### src/rtl/scsp_midi_tx.sv
// MIDI OUT transmitter: MOBUF writes are queued in a small FIFO and shifted out as
// 8N1 frames on txd_o. Reports FIFO empty/full status and pulses mo_int_o when the
// last queued byte has finished its stop bit.
//
// Ports:
//   clk_i       system clock
//   rst_ni      asynchronous active-low reset
//   ce_i        clock enable; all state advances only on enabled edges
//   mobuf_wr_i  one-cycle write strobe for MOBUF
//   mobuf_di_i  byte to queue for transmission
//   oe_o        FIFO empty
//   of_o        FIFO full
//   busy_o      a frame is being shifted out
//   mo_int_o    one-CE-cycle pulse when the queue drains after a stop bit
//   txd_o       serial output, idle high
module scsp_midi_tx #(
  parameter int unsigned BitDiv    = 722,
  parameter int unsigned DepthLog2 = 2
) (
  input  logic       clk_i,
  input  logic       rst_ni,
  input  logic       ce_i,
  input  logic       mobuf_wr_i,
  input  logic [7:0] mobuf_di_i,
  output logic       oe_o,
  output logic       of_o,
  output logic       busy_o,
  output logic       mo_int_o,
  output logic       txd_o
);

  localparam int unsigned Depth = 1 << DepthLog2;
  localparam logic [DepthLog2:0] FullCnt = (DepthLog2 + 1)'(Depth);
  localparam logic [9:0] LastCnt = 10'(BitDiv - 1);

  typedef enum logic [1:0] {StIdle, StStart, StData, StStop} state_e;

  logic [7:0]           mem_q [Depth];
  logic [DepthLog2-1:0] wptr_q, rptr_q;
  logic [DepthLog2:0]   count_q, count_d;
  logic                 oe_q, of_q;

  state_e     state_q, state_d;
  logic [9:0] cnt_q, cnt_d;
  logic [2:0] idx_q, idx_d;
  logic [7:0] shift_q, shift_d;
  logic       txd_q, txd_d;
  logic       mo_int_q, mo_int_d;

  logic pop, push, full, bit_end;

  assign full    = (count_q == FullCnt);
  assign bit_end = (cnt_q == LastCnt);
  // A pop in the same cycle frees a slot, so a write to a full FIFO is accepted then.
  assign push    = ce_i & mobuf_wr_i & (~full | pop);

  always_comb begin
    count_d = count_q;
    if (ce_i) begin
      if (push && !pop) begin
        count_d = count_q + (DepthLog2 + 1)'(1);
      end else if (pop && !push) begin
        count_d = count_q - (DepthLog2 + 1)'(1);
      end
    end
  end

  always_comb begin
    state_d  = state_q;
    cnt_d    = cnt_q;
    idx_d    = idx_q;
    shift_d  = shift_q;
    pop      = 1'b0;
    mo_int_d = 1'b0;
    unique case (state_q)
      StIdle: begin
        if (count_q != '0) begin
          pop     = 1'b1;
          shift_d = mem_q[rptr_q];
          cnt_d   = '0;
          state_d = StStart;
        end
      end
      StStart: begin
        if (bit_end) begin
          cnt_d   = '0;
          idx_d   = '0;
          state_d = StData;
        end else begin
          cnt_d = cnt_q + 10'd1;
        end
      end
      StData: begin
        if (bit_end) begin
          cnt_d   = '0;
          shift_d = {1'b0, shift_q[7:1]};
          if (idx_q == 3'd7) begin
            state_d = StStop;
          end else begin
            idx_d = idx_q + 3'd1;
          end
        end else begin
          cnt_d = cnt_q + 10'd1;
        end
      end
      StStop: begin
        if (bit_end) begin
          cnt_d = '0;
          if (count_q != '0) begin
            // Next byte queued: start bit follows the stop bit with no idle gap.
            pop     = 1'b1;
            shift_d = mem_q[rptr_q];
            state_d = StStart;
          end else begin
            state_d  = StIdle;
            mo_int_d = 1'b1;
          end
        end else begin
          cnt_d = cnt_q + 10'd1;
        end
      end
      default: state_d = StIdle;
    endcase

    // Line level for the next period, registered so txd_o never glitches.
    unique case (state_d)
      StStart: txd_d = 1'b0;
      StData:  txd_d = shift_d[0];
      default: txd_d = 1'b1;
    endcase
  end

  always_ff @(posedge clk_i) begin
    if (push) begin
      mem_q[wptr_q] <= mobuf_di_i;
    end
  end

  always_ff @(posedge clk_i or negedge rst_ni) begin
    if (!rst_ni) begin
      wptr_q   <= '0;
      rptr_q   <= '0;
      count_q  <= '0;
      oe_q     <= 1'b1;
      of_q     <= 1'b0;
      state_q  <= StIdle;
      cnt_q    <= '0;
      idx_q    <= '0;
      shift_q  <= '0;
      txd_q    <= 1'b1;
      mo_int_q <= 1'b0;
    end else if (ce_i) begin
      if (push) begin
        wptr_q <= wptr_q + DepthLog2'(1);
      end
      if (pop) begin
        rptr_q <= rptr_q + DepthLog2'(1);
      end
      count_q  <= count_d;
      oe_q     <= (count_d == '0);
      of_q     <= (count_d == FullCnt);
      state_q  <= state_d;
      cnt_q    <= cnt_d;
      idx_q    <= idx_d;
      shift_q  <= shift_d;
      txd_q    <= txd_d;
      mo_int_q <= mo_int_d;
    end
  end

  assign oe_o     = oe_q;
  assign of_o     = of_q;
  assign busy_o   = (state_q != StIdle);
  assign mo_int_o = mo_int_q;
  assign txd_o    = txd_q;

endmodule

### config.mk
export PLATFORM = sky130hd
export DESIGN_NAME = scsp_midi_tx
export DESIGN_NICKNAME = d
export VERILOG_FILES = /design/src/rtl/scsp_midi_tx.sv
export SDC_FILE = /design/constraint.sdc
export NUM_CORES = 1
export LEC_CHECK = 0
export ABC_AREA = 1
export CAP_MARGIN = 20
export CORE_ASPECT_RATIO = 1.4
export CORE_MARGIN = 1.5
export CORE_UTILIZATION = 50
export CTS_CLUSTER_SIZE = 12
export DETAILED_ROUTE_END_ITERATION = 6
export PLACE_DENSITY = 0.81
export SETUP_SLACK_MARGIN = 0.5
export SYNTH_ARGS = -nofsm -noshare
export SYNTH_HDL_FRONTEND = slang
export SYNTH_SLANG_ARGS = --single-unit
### constraint.sdc
create_clock -name clk_i -period 2.15 [get_ports clk_i]
set_input_delay 0.215 -clock clk_i [delete_from_list [all_inputs] [get_ports clk_i]]
set_output_delay 0.215 -clock clk_i [all_outputs]
set_load 0.005 [all_outputs]
==> flow_summary.toml <==
[synth]
ys_ff_latch = 66
syn-cell-area_um2 = 3390
syn_nets = 375
synth_flop_cell = "edfxtp_1"
synth_edf_count = 32
async_flop_share = 0.515
avgSynthCellArea_um2 = 9.80
ys_warn_count = 0
yosys.area.top_type_share = 0.283
synth_top_area_cell = "edfxtp_1"
synthCells = 346
synth_seq_area_share = 0.535
synth_cell_types = 40
synth_area_leaders = "edfxtp_1, dfrtp_1, ha_1"

[worst_setup_path]
crit_buf_inv = 1
crit_path_frequent_cell = "nand2_1"
max_stage_delay_ps = 400
critPathCaptureType = "flop"
r2r_slack_ps = 220
cp.required_ps = 2460
critPathTopFamily = "simple AND/OR/NAND/NOR gates"
crit_path_top_delay_cell = "dfrtp_1"
crit_chain = "inv_2, ha_4, nand2_4, nor2_4, nand4_1, nand2_2, nand3_2, nand2_1, nand2_1, nand2_1, nand2_1, nor2_1, nand3_1, nand2_1"
setup.worst_path.class = "flop to flop"
setup.worst_path.start_class = "flop"
cp.arrival_ps = 2240
cp_max_fo = 4

[drt]
num_vias = 2894
post_drt_wl_per_cell_um = 17.2
drtIter0Drc = 255
drtPass1Iterations = 5
ant_nets = 0
wl_um = 8540
post_drt_via_cell_ratio = 5.82
drcViolationCount = 0

[grt]
grt_pass1_wl_um = 12800
grt_usage = 0.230
grt_pass1_vias = 2789
antenna_found_initial = 0
grt_max_degree = 35
overflow = 0

[final_layout]
num-fill-cells = 441
drive_gt1_frac = 0.336
area_growth_pct = 34.1
antennaDiodeCount = 0
nets = 447

[outcome]
status = "complete, no violations"

[timing]
grt_setup_unrepaired = "true"
final_max_slew_viol_count = 0
fin_skew_ps = 9.37
setup_viol = 0
finalSetupTns_ps = 0
tightest_slew_ps = 495
finalHoldViolations = 0
fmaxAchievable_mhz = 519
finalCritPeriodShare = 0.896
slew_headroom = 0.670
period_minus_slack_ps = 1930

[floorplanning]
io_pins = 17
start_util = 0.516
die-height_um = 100
coreArea_um2 = 6570
row_count = 35
chipWidth_um = 72.6
die_area_um2 = 7290

[clocking]
cts_tree = "done"
clkTransAtPathRegs_ps = 80
cts.sinks = 66
numCtsBuffers = 9
cts-htree-levels = 3
clk_path_buf_depth = 2
clk_latency_ps = 370
root_buffer = "clkbuf_8"

[flow_run]
maxCapViolCount = 0

[placed_design]
place.gp.congestion = 0.989
portBuffers = 16
hpwl_um = 4670

[power_and_ir_drop]
fin_total_pwr_mw = 5.79
power.leakage_nw = 1.93
power_density_nw_per_um2 = 1270
ir_drop_uv = 929

[hold_path]
hp-class = "primary input to async pin"
[cell usage in the layout (no fill, tap or decap), types with 2 or more instances in the layout]
master	n
nand2_2	12
a22oi_1	6
inv_8	2
clkdlybuf4s50_1	15
buf_4	37
clkinv_4	3
xor2_1	7
inv_4	4
nand2_4	3
dfrtp_1	31
dfstp_2	2
o21ai_0	25
inv_1	30
a32o_1	2
inv_2	9
nand2_1	41
edfxtp_1	32
buf_6	14
ha_4	2
buf_12	2
inv_6	3
nor2_4	11
nand3_4	4
ha_2	2
clkbuf_8	9
o21ai_2	2
ha_1	13
a21oi_2	5
o22ai_1	14
nand4_1	6
nand3_2	4
nor2_1	27
o21ai_1	8
nor3_1	2
o211ai_1	2
nand3_1	6
a21oi_1	9
[metal layers]
metal / wire length (µm) / GRT usage / vias to the layer above
li1: - / - / 1338
met1: 3160 / 0.262 / 1396
met2: 4660 / 0.402 / 126
met3: 459 / 0.0640 / 34
met4: 256 / 0.0943 / 0
met5: 0 / 0 / -
[what timing repair did]
action,CTS,global route
cloned,1,0
endpoints found under the setup margin,64,67
resized for setup,43,40
pin swaps,22,27
setup buffers,35,11
hold buffers,0,0
[worst reg2reg max path, stage by stage, from the launching register on]
cell	delay [ps]
dfrtp_1	400
inv_2	80
ha_4	130
nand2_4	60
nor2_4	130
nand4_1	160
nand2_2	160
nand3_2	130
nand2_1	110
nand2_1	70
nand2_1	110
nand2_1	60
nor2_1	100
nand3_1	100
nand2_1	90
[through the flow]
| step | hold WS (ps) | instances | setup slack [ps] | cell area (µm²) | utilization |
|---|---|---|---|---|---|
| after floorplan | -80.6 | 346 | 372 | 3440 | - |
| after global placement | 457 | 434 | 249 | 3690 | 0.562 |
| after detailed placement | 459 | 434 | 200 | 3690 | 0.562 |
| after CTS | 286 | 486 | 313 | 4320 | 0.657 |
| after global routing | 313 | 497 | 133 | 4550 | 0.693 |
| final | 266 | 497 | 223 | 4550 | 0.693 |
[worst paths after layout]
path,from,to,cells past startpoint
worst max-delay path,cnt_q[1],oe_o,14
worst min-delay path,rst_ni,idx_q[1],2
worst max register to register,cnt_q[1],oe_o,14
worst min register to register,txd_o,txd_o,2
max in group asynchronous,rst_ni,txd_o,2
min in group clk_i,txd_o,txd_o,2
[kinds of logic after synthesis]
| family | count (synthesis) | share of synthesized area |
|---|---|---|
| AO/OA/AOI/OAI | 80 | 0.143 |
| XOR/XNOR | 8 | 0.0207 |
| adder cells (fa/ha/maj) | 17 | 0.0627 |
| buffers and inverters | 53 | 0.0642 |
| flip-flops | 66 | 0.535 |
| AND/OR/NAND/NOR | 122 | 0.175 |
[state kept, by name (all words and copies together) (netlist names)]
register	count
of_o	1
idx_q	3
wptr_q	2
mem_q	32
state_q	2
oe_o	1
rptr_q	2
txd_o	1
shift_q	8
cnt_q	10
mo_int_o	1
count_q	3
[power by group]
group / internal (mW) / total (mW) / switching, mW
clock: 0.557 / 1.11 / 0.555
sequential: 1.58 / 1.77 / 0.189
combinational: 1.28 / 2.91 / 1.63
[cell usage after synthesis (2+ instances only)]
master	number
a21oi_2	2
inv_1	39
a32o_1	2
nand2_2	4
nand2_1	53
o22ai_1	14
o21ai_1	4
xor2_1	7
nand3_1	11
nor2_1	33
nor3_2	2
ha_1	17
nor2_4	4
clkbuf_1	2
nand3_2	2
o21ai_0	31
nor2_2	2
dfstp_2	2
o211ai_1	2
dfrtp_1	32
a21oi_1	13
inv_2	5
edfxtp_1	32
nand4_1	6
nor3_1	2
a22oi_1	6
buf_2	4
[area by class of cell]
cell class              count  area [µm²]  area share
well taps                  74        92.6      0.0204
multi-input cells         227        1610       0.353
clock buffers               9         124      0.0272
flip-flops and latches     66        1820       0.399
clock inverters             7        85.1      0.0187
inverters                  45         191      0.0421
repair buffers             69         636       0.140
Note: power is estimated with default switching activity, not from simulation.
